$ cat src/rtl/pi_vel_pkg.sv
// pi_vel_pkg: shared FSM state type, gain format and saturation helpers for
// the PI velocity controller.
package pi_vel_pkg;

    // Control-step sequencer states.
    typedef enum logic [2:0] {
        ST_IDLE,
        ST_ERR,
        ST_MUL,
        ST_INT,
        ST_SUM
    } state_t;

    // Gain format: unsigned Q8.8.
    localparam int GAIN_W        = 16;
    localparam int GAIN_FRAC_DEF = 8;

    // Velocity words and default error clamp width.
    localparam int VEL_W     = 32;
    localparam int ERR_W_DEF = 24;

    // Signed product width: error times a zero-extended unsigned gain.
    function automatic int prod_w(input int err_w);
        return err_w + GAIN_W + 1;
    endfunction

    // Largest magnitude representable symmetrically in a w-bit signed word.
    function automatic longint sym_limit(input int w);
        return (longint'(1) <<< (w - 1)) - 1;
    endfunction

endpackage

$ cat src/rtl/pi_vel_controller_pwm_gen.sv
// pwm_gen: free-running PWM with a duty that is only reloaded on the period
// wrap, so the output never glitches mid-period.
module pwm_gen #(
    parameter int PWM_PERIOD = 1000,
    parameter int DUTY_W     = 16
) (
    input  logic              aclk,
    input  logic              areset,
    input  logic [DUTY_W-1:0] duty,
    output logic              pwm_out
);
    localparam logic [DUTY_W-1:0] CNT_LAST = DUTY_W'(PWM_PERIOD - 1);

    logic [DUTY_W-1:0] cnt_q;
    logic [DUTY_W-1:0] applied_q;
    logic              pwm_q;

    // Period counter, wrap-synchronous duty reload and registered comparator.
    always_ff @(posedge aclk) begin
        if (areset) begin
            cnt_q     <= '0;
            applied_q <= '0;
            pwm_q     <= 1'b0;
        end else begin
            if (cnt_q == CNT_LAST) begin
                cnt_q     <= '0;
                applied_q <= duty;
            end else begin
                cnt_q <= cnt_q + 1'b1;
            end
            pwm_q <= (cnt_q < applied_q);
        end
    end

    assign pwm_out = pwm_q;

endmodule

$ cat src/rtl/pi_vel_controller.sv
// pi_vel_controller: multi-cycle PI velocity loop producing a saturated
// signed command (duty magnitude + direction) and a PWM drive.
// Optional build macro PI_ANTIWINDUP_EN enables conditional integration
// (integrator held while the last command saturated in the error's direction).
module pi_vel_controller
    import pi_vel_pkg::*;
#(
    parameter int GAIN_FRAC  = GAIN_FRAC_DEF,
    parameter int DUTY_W     = 16,
    parameter int PWM_PERIOD = 1000,
    parameter int DUTY_MAX   = 1000,
    parameter int INTEG_LIM  = 1000,
    parameter int ERR_W      = ERR_W_DEF
) (
    input  logic              aclk,
    input  logic              areset,
    input  logic              ctrl_en,
    input  logic              sample_tick,
    input  logic [GAIN_W-1:0] kp_init,
    input  logic [GAIN_W-1:0] ki_init,
    input  logic [VEL_W-1:0]  desired_vel,
    input  logic [VEL_W-1:0]  actual_vel,
    output logic [DUTY_W-1:0] duty,
    output logic              motor_dir,
    output logic              duty_valid,
    output logic              pwm_out,
    output logic              overrun
);
    localparam int PROD_W = prod_w(ERR_W);
    localparam int ACC_W  = PROD_W + 1;   // headroom for integ/p additions
    localparam int DIFF_W = VEL_W + 1;    // exact difference of two velocities

    localparam logic signed [DIFF_W-1:0] ERR_MAX   = DIFF_W'(sym_limit(ERR_W));
    localparam logic signed [ACC_W-1:0]  INTEG_MAX = ACC_W'(INTEG_LIM);
    localparam logic signed [ACC_W-1:0]  U_MAX     = ACC_W'(DUTY_MAX);

    state_t                    state_q;
    logic signed [VEL_W-1:0]   des_q, act_q;
    logic signed [ERR_W-1:0]   err_q, err_d;
    logic        [GAIN_W-1:0]  kp_q, ki_q;
    logic signed [PROD_W-1:0]  p_q, p_d, inc_q, inc_d;
    logic signed [PROD_W-1:0]  err_ext, kp_ext, ki_ext;
    logic signed [ACC_W-1:0]   integ_q, integ_d, integ_sum;
    logic signed [ACC_W-1:0]   u_sum, u_d;
    logic signed [DIFF_W-1:0]  diff;
    logic        [DUTY_W-1:0]  duty_q;
    logic                      dir_q, dv_q, overrun_q;
    logic                      hold_integ;
`ifdef PI_ANTIWINDUP_EN
    logic                      sat_q, sat_neg_q;
`endif

    // Datapath for each step: error clamp, gain products, integrator and command saturation.
    always_comb begin
        diff = $signed({des_q[VEL_W-1], des_q}) - $signed({act_q[VEL_W-1], act_q});
        if (diff > ERR_MAX)
            err_d = ERR_W'(ERR_MAX);
        else if (diff < -ERR_MAX)
            err_d = ERR_W'(-ERR_MAX);
        else
            err_d = ERR_W'(diff);

        err_ext = {{(PROD_W-ERR_W){err_q[ERR_W-1]}}, err_q};
        kp_ext  = {{(PROD_W-GAIN_W){1'b0}}, kp_q};
        ki_ext  = {{(PROD_W-GAIN_W){1'b0}}, ki_q};
        p_d     = (err_ext * kp_ext) >>> GAIN_FRAC;
        inc_d   = (err_ext * ki_ext) >>> GAIN_FRAC;

        integ_sum = integ_q + {{(ACC_W-PROD_W){inc_q[PROD_W-1]}}, inc_q};
        if (integ_sum > INTEG_MAX)
            integ_d = INTEG_MAX;
        else if (integ_sum < -INTEG_MAX)
            integ_d = -INTEG_MAX;
        else
            integ_d = integ_sum;

        u_sum = integ_q + {{(ACC_W-PROD_W){p_q[PROD_W-1]}}, p_q};
        if (u_sum > U_MAX)
            u_d = U_MAX;
        else if (u_sum < -U_MAX)
            u_d = -U_MAX;
        else
            u_d = u_sum;

`ifdef PI_ANTIWINDUP_EN
        // Do not push further into a saturation the error is still driving.
        hold_integ = sat_q && ((err_q > 0 && !sat_neg_q) || (err_q < 0 && sat_neg_q));
`else
        hold_integ = 1'b0;
`endif
    end

    // Control-step sequencer with registered command outputs.
    always_ff @(posedge aclk) begin
        if (areset) begin
            state_q   <= ST_IDLE;
            des_q     <= '0;
            act_q     <= '0;
            err_q     <= '0;
            kp_q      <= '0;
            ki_q      <= '0;
            p_q       <= '0;
            inc_q     <= '0;
            integ_q   <= '0;
            duty_q    <= '0;
            dir_q     <= 1'b0;
            dv_q      <= 1'b0;
            overrun_q <= 1'b0;
`ifdef PI_ANTIWINDUP_EN
            sat_q     <= 1'b0;
            sat_neg_q <= 1'b0;
`endif
        end else if (!ctrl_en) begin
            // Disabling the loop abandons any step and zeroes the command.
            state_q <= ST_IDLE;
            integ_q <= '0;
            duty_q  <= '0;
            dir_q   <= 1'b0;
            dv_q    <= 1'b0;
`ifdef PI_ANTIWINDUP_EN
            sat_q   <= 1'b0;
`endif
        end else begin
            dv_q <= 1'b0;
            if (sample_tick && state_q != ST_IDLE)
                overrun_q <= 1'b1;
            case (state_q)
                ST_IDLE: begin
                    if (sample_tick) begin
                        des_q   <= desired_vel;
                        act_q   <= actual_vel;
                        state_q <= ST_ERR;
                    end
                end
                ST_ERR: begin
                    err_q   <= err_d;
                    kp_q    <= kp_init;
                    ki_q    <= ki_init;
                    state_q <= ST_MUL;
                end
                ST_MUL: begin
                    p_q     <= p_d;
                    inc_q   <= inc_d;
                    state_q <= ST_INT;
                end
                ST_INT: begin
                    if (!hold_integ)
                        integ_q <= integ_d;
                    state_q <= ST_SUM;
                end
                ST_SUM: begin
                    duty_q  <= DUTY_W'(u_d[ACC_W-1] ? -u_d : u_d);
                    dir_q   <= u_d[ACC_W-1];
                    dv_q    <= 1'b1;
`ifdef PI_ANTIWINDUP_EN
                    sat_q     <= (u_sum > U_MAX) || (u_sum < -U_MAX);
                    sat_neg_q <= u_sum[ACC_W-1];
`endif
                    state_q <= ST_IDLE;
                end
                default: state_q <= ST_IDLE;
            endcase
        end
    end

    pwm_gen #(
        .PWM_PERIOD(PWM_PERIOD),
        .DUTY_W    (DUTY_W)
    ) u_pwm (
        .aclk   (aclk),
        .areset (areset),
        .duty   (duty_q),
        .pwm_out(pwm_out)
    );

    assign duty       = duty_q;
    assign motor_dir  = dir_q;
    assign duty_valid = dv_q;
    assign overrun    = overrun_q;

endmodule

$ cat config.mk
export PLATFORM = sky130hd
export DESIGN_NAME = pi_vel_controller
export DESIGN_NICKNAME = d
export VERILOG_FILES = /design/src/rtl/pi_vel_pkg.sv /design/src/rtl/pi_vel_controller_pwm_gen.sv /design/src/rtl/pi_vel_controller.sv
export SDC_FILE = /design/constraint.sdc
export NUM_CORES = 2
export LEC_CHECK = 0
export BUFFER_PORTS_ARGS = -buffer_cell sky130_fd_sc_hd__buf_2
export CAP_MARGIN = 30
export CORE_MARGIN = 4
export CORE_UTILIZATION = 42
export CTS_BUF_LIST = sky130_fd_sc_hd__clkbuf_8
export DETAILED_ROUTE_END_ITERATION = 16
export PLACE_DENSITY = 0.6
export SETUP_SLACK_MARGIN = 0.5
export SLEW_MARGIN = 5
export SYNTH_ARGS = -nofsm -noshare
export SYNTH_HDL_FRONTEND = slang
export SYNTH_SLANG_ARGS = --single-unit
$ cat constraint.sdc
create_clock -name aclk -period 11.4 [get_ports aclk]
set_clock_uncertainty 0.2 [all_clocks]
set_input_delay 2.28 -clock aclk [delete_from_list [all_inputs] [get_ports aclk]]
set_output_delay 2.28 -clock aclk [all_outputs]
set_load 0.1 [all_outputs]
Word-level counts from Yosys, hierarchy flattened
Index checks and enable logic that the tools add are counted.

storage, ports and cells
  output and inout bits = 20
  input bits = 100
  word-level logic and storage cells = 56
  register bits = 283

operators by class
  multipliers = 2
  reductions and logical operators = 9
  bitwise logic cells = 1
  muxes and demuxes = 10
  equal/unequal tests = 6
  $add $sub $neg = 5
  magnitude comparators = 7

operator list
  kind                     count
  $mux W42                 4
  $add A42 B42 Y42         2
  $gt A42 B11 Y1 const B   2
  $lt A42 B11 Y1 const B   2
  $mul A24 B17 Y41         2
  $mux W24                 2
  $gt A33 B24 Y1 const B   1
  $lt A33 B24 Y1 const B   1
  $sub A32 B32 Y33         1
  $add A16 B1 Y16 const B  1
  $eq A16 B10 Y1 const B   1
  $lt A16 B16 Y1           1
  $mux W16                 1
  $neg A16 Y16             1
  $pmux W3 S4              1
  $eq A3 B2 Y1 const B     2
  $reduce_and A2 Y1        3
  $reduce_or A2 Y1         2
  $eq A3 B1 Y1 const B     1
  $eq A3 B3 Y1 const B     1
  $logic_not A3 Y1         1
  $mux W3                  1
  $reduce_and A3 Y1        1
  $reduce_bool A3 Y1       1
  4 further kinds          4

Longest topological paths before layout
  depth in word-level cells = 6
  mapped depth = 27
  depth with buffers taken out = 26

Hierarchy
Synthesis repeated with hierarchy kept, for this count alone.

second synthesis, totals
  cell total of the unflattened synthesis = 5551
  area, all modules = 45860.2 um^2

by module, submodules not included
  module             area each (um^2)  sequential area each (um^2)  cells each  times used
  pi_vel_controller  44017.2           5004.8                       5348        1
  pwm_gen            1843.0            660.6                        203         1

Least setup slack after synthesis
No wires, ideal clock.

  path kind = reg-to-reg
  start point = reg kp_q[10]
  end point = reg p_q[27]
  data required time = 11.138 ns
  period minus slack after synthesis = 6.755 ns
  library setup time = 0.062 ns
  setup slack = 4.645 ns
  data arrival time = 6.493 ns
  stages on the path, launching flop included = 27
  buffers on the path = 2
  path through = dfxtp_1 clkbuf_1 clkbuf_1 nand2_1 fa_1 inv_1 fa_1 inv_1 fa_1 inv_1 fa_1 fa_1 inv_1 fa_1 inv_1 ha_1 and3_1 nand4_1 a211oi_1 a211oi_1 a211o_1 a211oi_1 o41ai_1 o21ai_0 o21ai_0 or4_1 nand3_1

between the ends
  word-level cells in the longest chain between the ends = 1

RTL lines
  what                    line                      RTL
  start, declared         pi_vel_controller.sv:40   logic [GAIN_W-1:0] kp_q, ki_q;
  start signal, assigned  pi_vel_controller.sv:137  kp_q <= kp_init;
  $mul A24 B17 Y41        pi_vel_controller.sv:66   p_d = (err_ext * kp_ext) >>> GAIN_FRAC;
  end signal, assigned    pi_vel_controller.sv:142  p_q <= p_d;
  end, declared           pi_vel_controller.sv:41   logic signed [PROD_W-1:0] p_q, p_d, inc_q, inc_d;

No other way between the ends.
A chain may end at the register's enable or synchronous reset.

Worst setup path after layout
  start point = reg err_q[6]
  end point = reg inc_q[29]

between the ends
  word-level cells in the longest chain between the ends = 1

RTL lines
  what                    line                      RTL
  start, declared         pi_vel_controller.sv:39   logic signed [ERR_W-1:0] err_q, err_d;
  start signal, assigned  pi_vel_controller.sv:136  err_q <= err_d;
  $mul A24 B17 Y41        pi_vel_controller.sv:67   inc_d = (err_ext * ki_ext) >>> GAIN_FRAC;
  end signal, assigned    pi_vel_controller.sv:143  inc_q <= inc_d;
  end, declared           pi_vel_controller.sv:41

No other way between the ends.

==> flow_metrics.tcl <==
set metrics [dict create \
    clkSinkCount 283 \
    route.vias.total 37140 \
    internal_power_mw 1.867 \
    die_area_mm2 0.1139 \
    setup_viol 0 \
    outcome "finished clean" \
    clock_power_share_pct 44.5 \
    peakVddDrop_mv 0.07905 \
    overall_die_width_um 337.5 \
    synth_cells 5520 \
    dominantRegCellSynth "dfxtp_1" \
    maxSlewHeadroom_pct 34.02 \
    drt_iter0_drc 2347 \
    cts-hold-fix-buffers 0 \
    share_comb_of_total_power_pct 18.2 \
    port_buffers 119 \
    post_cts_setup_buffer_count 0 \
    leftover_overflow_at_the_end_of_global_routing 0 \
    htree_levels 2 \
    switchingPower_mw 0.8989 \
    hold_class "flip-flop to flip-flop" \
    drt_pre_antenna_iters 5 \
    clk-insertion-delay-late_ns 0.76 \
    tritoncts_clock_tree "built" \
    floorplan.initialDensity_pct 42.47 \
    layout.cells.non_filler 6957 \
    dieHeight_um 337.5 \
    max_cap_violations 0 \
    ys_async_sr_fraction_pct 0 \
    worstSetupStartpointType "flip-flop" \
    cts_root_cell "clkbuf_8" \
    placementRows 120 \
    syn_area_per_cell_um2 8.259 \
    residual_drc 0 \
    critPathMaxFanout 21 \
    seq_power_share_pct 37.4 \
    multi_input_gate_area_in_the_final_layout_mm2 0.03529 \
    fillers 10710 \
    grt_max_degree 88 \
    placed_instances 6840 \
    routed_wirelength_um 128600 \
    gp_congestion 0.8971 \
    layout.cells.most_common_list "inv_1, nand2_1, fa_1" \
    first_pass_grt_wire_length_um 209100 \
    ys_ff_latch 283 \
    final_hold_viol_count 0 \
    timing_worst_setup_path_type "flip-flop to flip-flop" \
    yosysUniqueCellTypes 94 \
    pin_count 120 \
    grt_setup_unrepaired "no" \
    fin_setup_tns_ns 0 \
    cts-resized-gates 0 \
    synth_area_mm2 0.04559 \
    cts_made_buffers 57 \
    fin_crit_ns 8.049 \
    groute.usage.overall_pct 23.15 \
    critPathCaptureType "flip-flop" \
    layout_commonest_cell "inv_1" \
    synth_edf_count 0 \
    netSwitchingFraction_pct 32.50 \
    viasPerCell 5.338 \
    pins_over_slew_limit 0 \
    top_achievable_clock_speed_mhz 124.2 \
    worstPathRequired_ns 11.79 \
    placeableCoreArea_mm2 0.1074 \
    hpwl_dp_um 100600 \
    yosysSeqAreaShare_pct 12.43 \
    worstMarginPinSlew_ns 0.9898 \
    holdWs_ns 0.2503 \
    ctsLongestPathBuffers 3 \
    leakage_nw 23.70 \
    data_arrival_critical_path_ns 8.44 \
    path_clk_slew_ns 0.06 \
    area_growth_pct 7.179 \
    register_area_mm2 0.005667 \
    yosysWarningCount 0 \
    grt_antenna_before_repair 5 \
    postRouteAntennaNets 0 \
    wl_per_cell_um 18.49 \
    synth_fp_nets 6704 \
    nets 6688 \
    vias_in_the_first_global_route 38130 \
    power_per_cell_area_mw_per_mm2 56.60 \
    final_period_utilization_pct 70.60 \
    drive_gt1_share_pct 6.215 \
]
logic make-up after synthesis:
family          Yosys count  share of synthesized area [%]
simple gates           1838                          18.92
buf+inv                1233                          10.24
fa+ha+maj              1084                          42.15
compound gates          897                          12.65
flops                   283                          12.43
xor+xnor                162                          3.112
mux                      23                         0.5050
metal layers:
layer	vias to the layer above	global-route usage (%)	part of all wire, %
li1	17440	-	-
met1	18650	30.58	43
met2	874	40.07	49
met3	173	2.797	5.1
met4	0	6.591	3.0
met5	-	0	0
metrics by stage:
step | util [%] | setup WS [ns] | power [mW] | cell area [um2]
floorplan | - | 4.645 | 1.381 | 45590
global placement | 44.17 | 3.518 | 1.546 | 47420
detailed placement | 44.17 | 3.362 | 1.551 | 47420
CTS | 45.40 | 3.320 | 2.803 | 48740
global route | 45.52 | 3.014 | 2.896 | 48860
finish | 45.52 | 3.351 | 2.766 | 48860
state kept, by name, indices dropped and copies added, names as in the netlist, 3 cells and up:
register and count:
p_q 33, des_q 32, act_q 32, integ_q 42, ki_q 16, err_q 24, state_q 3, kp_q 16
u_pwm.applied_q 16, duty 16, u_pwm.cnt_q 16, inc_q 33
worst paths after layout:
kind / from / to / slack, ns / cells past startpoint
max: err_q[6]$_SDFFE_PP0P_ / inc_q[29]$_SDFFE_PP0P_ / 3.35 / 24
min: motor_dir$_SDFFE_PP0P_ / motor_dir$_SDFFE_PP0P_ / 0.25 / 2
max reg2reg: err_q[6]$_SDFFE_PP0P_ / inc_q[29]$_SDFFE_PP0P_ / 3.35 / 24
min reg2reg: motor_dir$_SDFFE_PP0P_ / motor_dir$_SDFFE_PP0P_ / 0.25 / 2
power groups by stage:
stage / Clock, mW / Combinational (mW) / Sequential, mW
floorplan: 0 / 0.334 / 1.05
global placement: 0 / 0.489 / 1.06
detailed placement: 0 / 0.493 / 1.06
CTS: 1.27 / 0.496 / 1.04
global route: 1.31 / 0.552 / 1.04
finish: 1.23 / 0.502 / 1.03
worst max-delay path, stage by stage (launching register included):
cell       delay (ns)
dfxtp_1          0.63
buf_4            0.42
and2_1           0.21
fa_1             0.42
inv_1            0.08
fa_1             0.43
fa_1             0.50
fa_1             0.54
inv_1            0.05
fa_1             0.47
inv_1            0.05
fa_1             0.47
inv_1            0.04
ha_1             0.32
nand3_1          0.10
or2_2            0.30
o22ai_1          0.41
a211o_1          0.33
a41oi_1          0.38
o2111ai_1        0.47
nand4_1          0.17
a21boi_0         0.40
o22ai_1          0.17
xnor2_1          0.15
a22o_1           0.19
Yosys cell counts, drive strengths merged (11+ instances only):
cell type	instances	area (um2)
a221o	16	160.2
dfxtp	283	5665
nor2b	30	187.7
xnor2	98	858.3
a31oi	25	156.4
a2111oi	11	96.34
nand2b	22	137.6
a21o	70	525.5
nor4	22	143.9
nor2	236	885.9
a22o	13	113.9
or2	12	75.08
nand4	42	262.8
o211ai	16	120.1
a21boi	14	105.1
a21oi	332	1684
o21a	28	210.2
nor3	58	295.3
nor3b	11	82.58
xor2	64	560.5
and2	328	2052
buf	23	123.9
fa	753	15070
and3	26	162.7
mux2i	23	230.2
ha	331	4141
nand2	919	3450
clkbuf	243	914.6
o21bai	20	150.1
or3	26	162.7
inv	966	3626
a211oi	39	317.8
nand3	47	235.2
o21ai	190	962.2
and4	18	157.7
area by class of cell:
class	instances	area share (%)
Inverter	967	7.428
Sequential cell	283	11.60
Clock buffer	72	2.028
Timing Repair Buffer	191	2.461
Tap cell	1403	3.592
Multi-Input combinational cell	4004	72.22
Clock inverter	34	0.6606
Antenna cell	3	0.01536
Note: power is estimated with default switching activity, not from simulation.
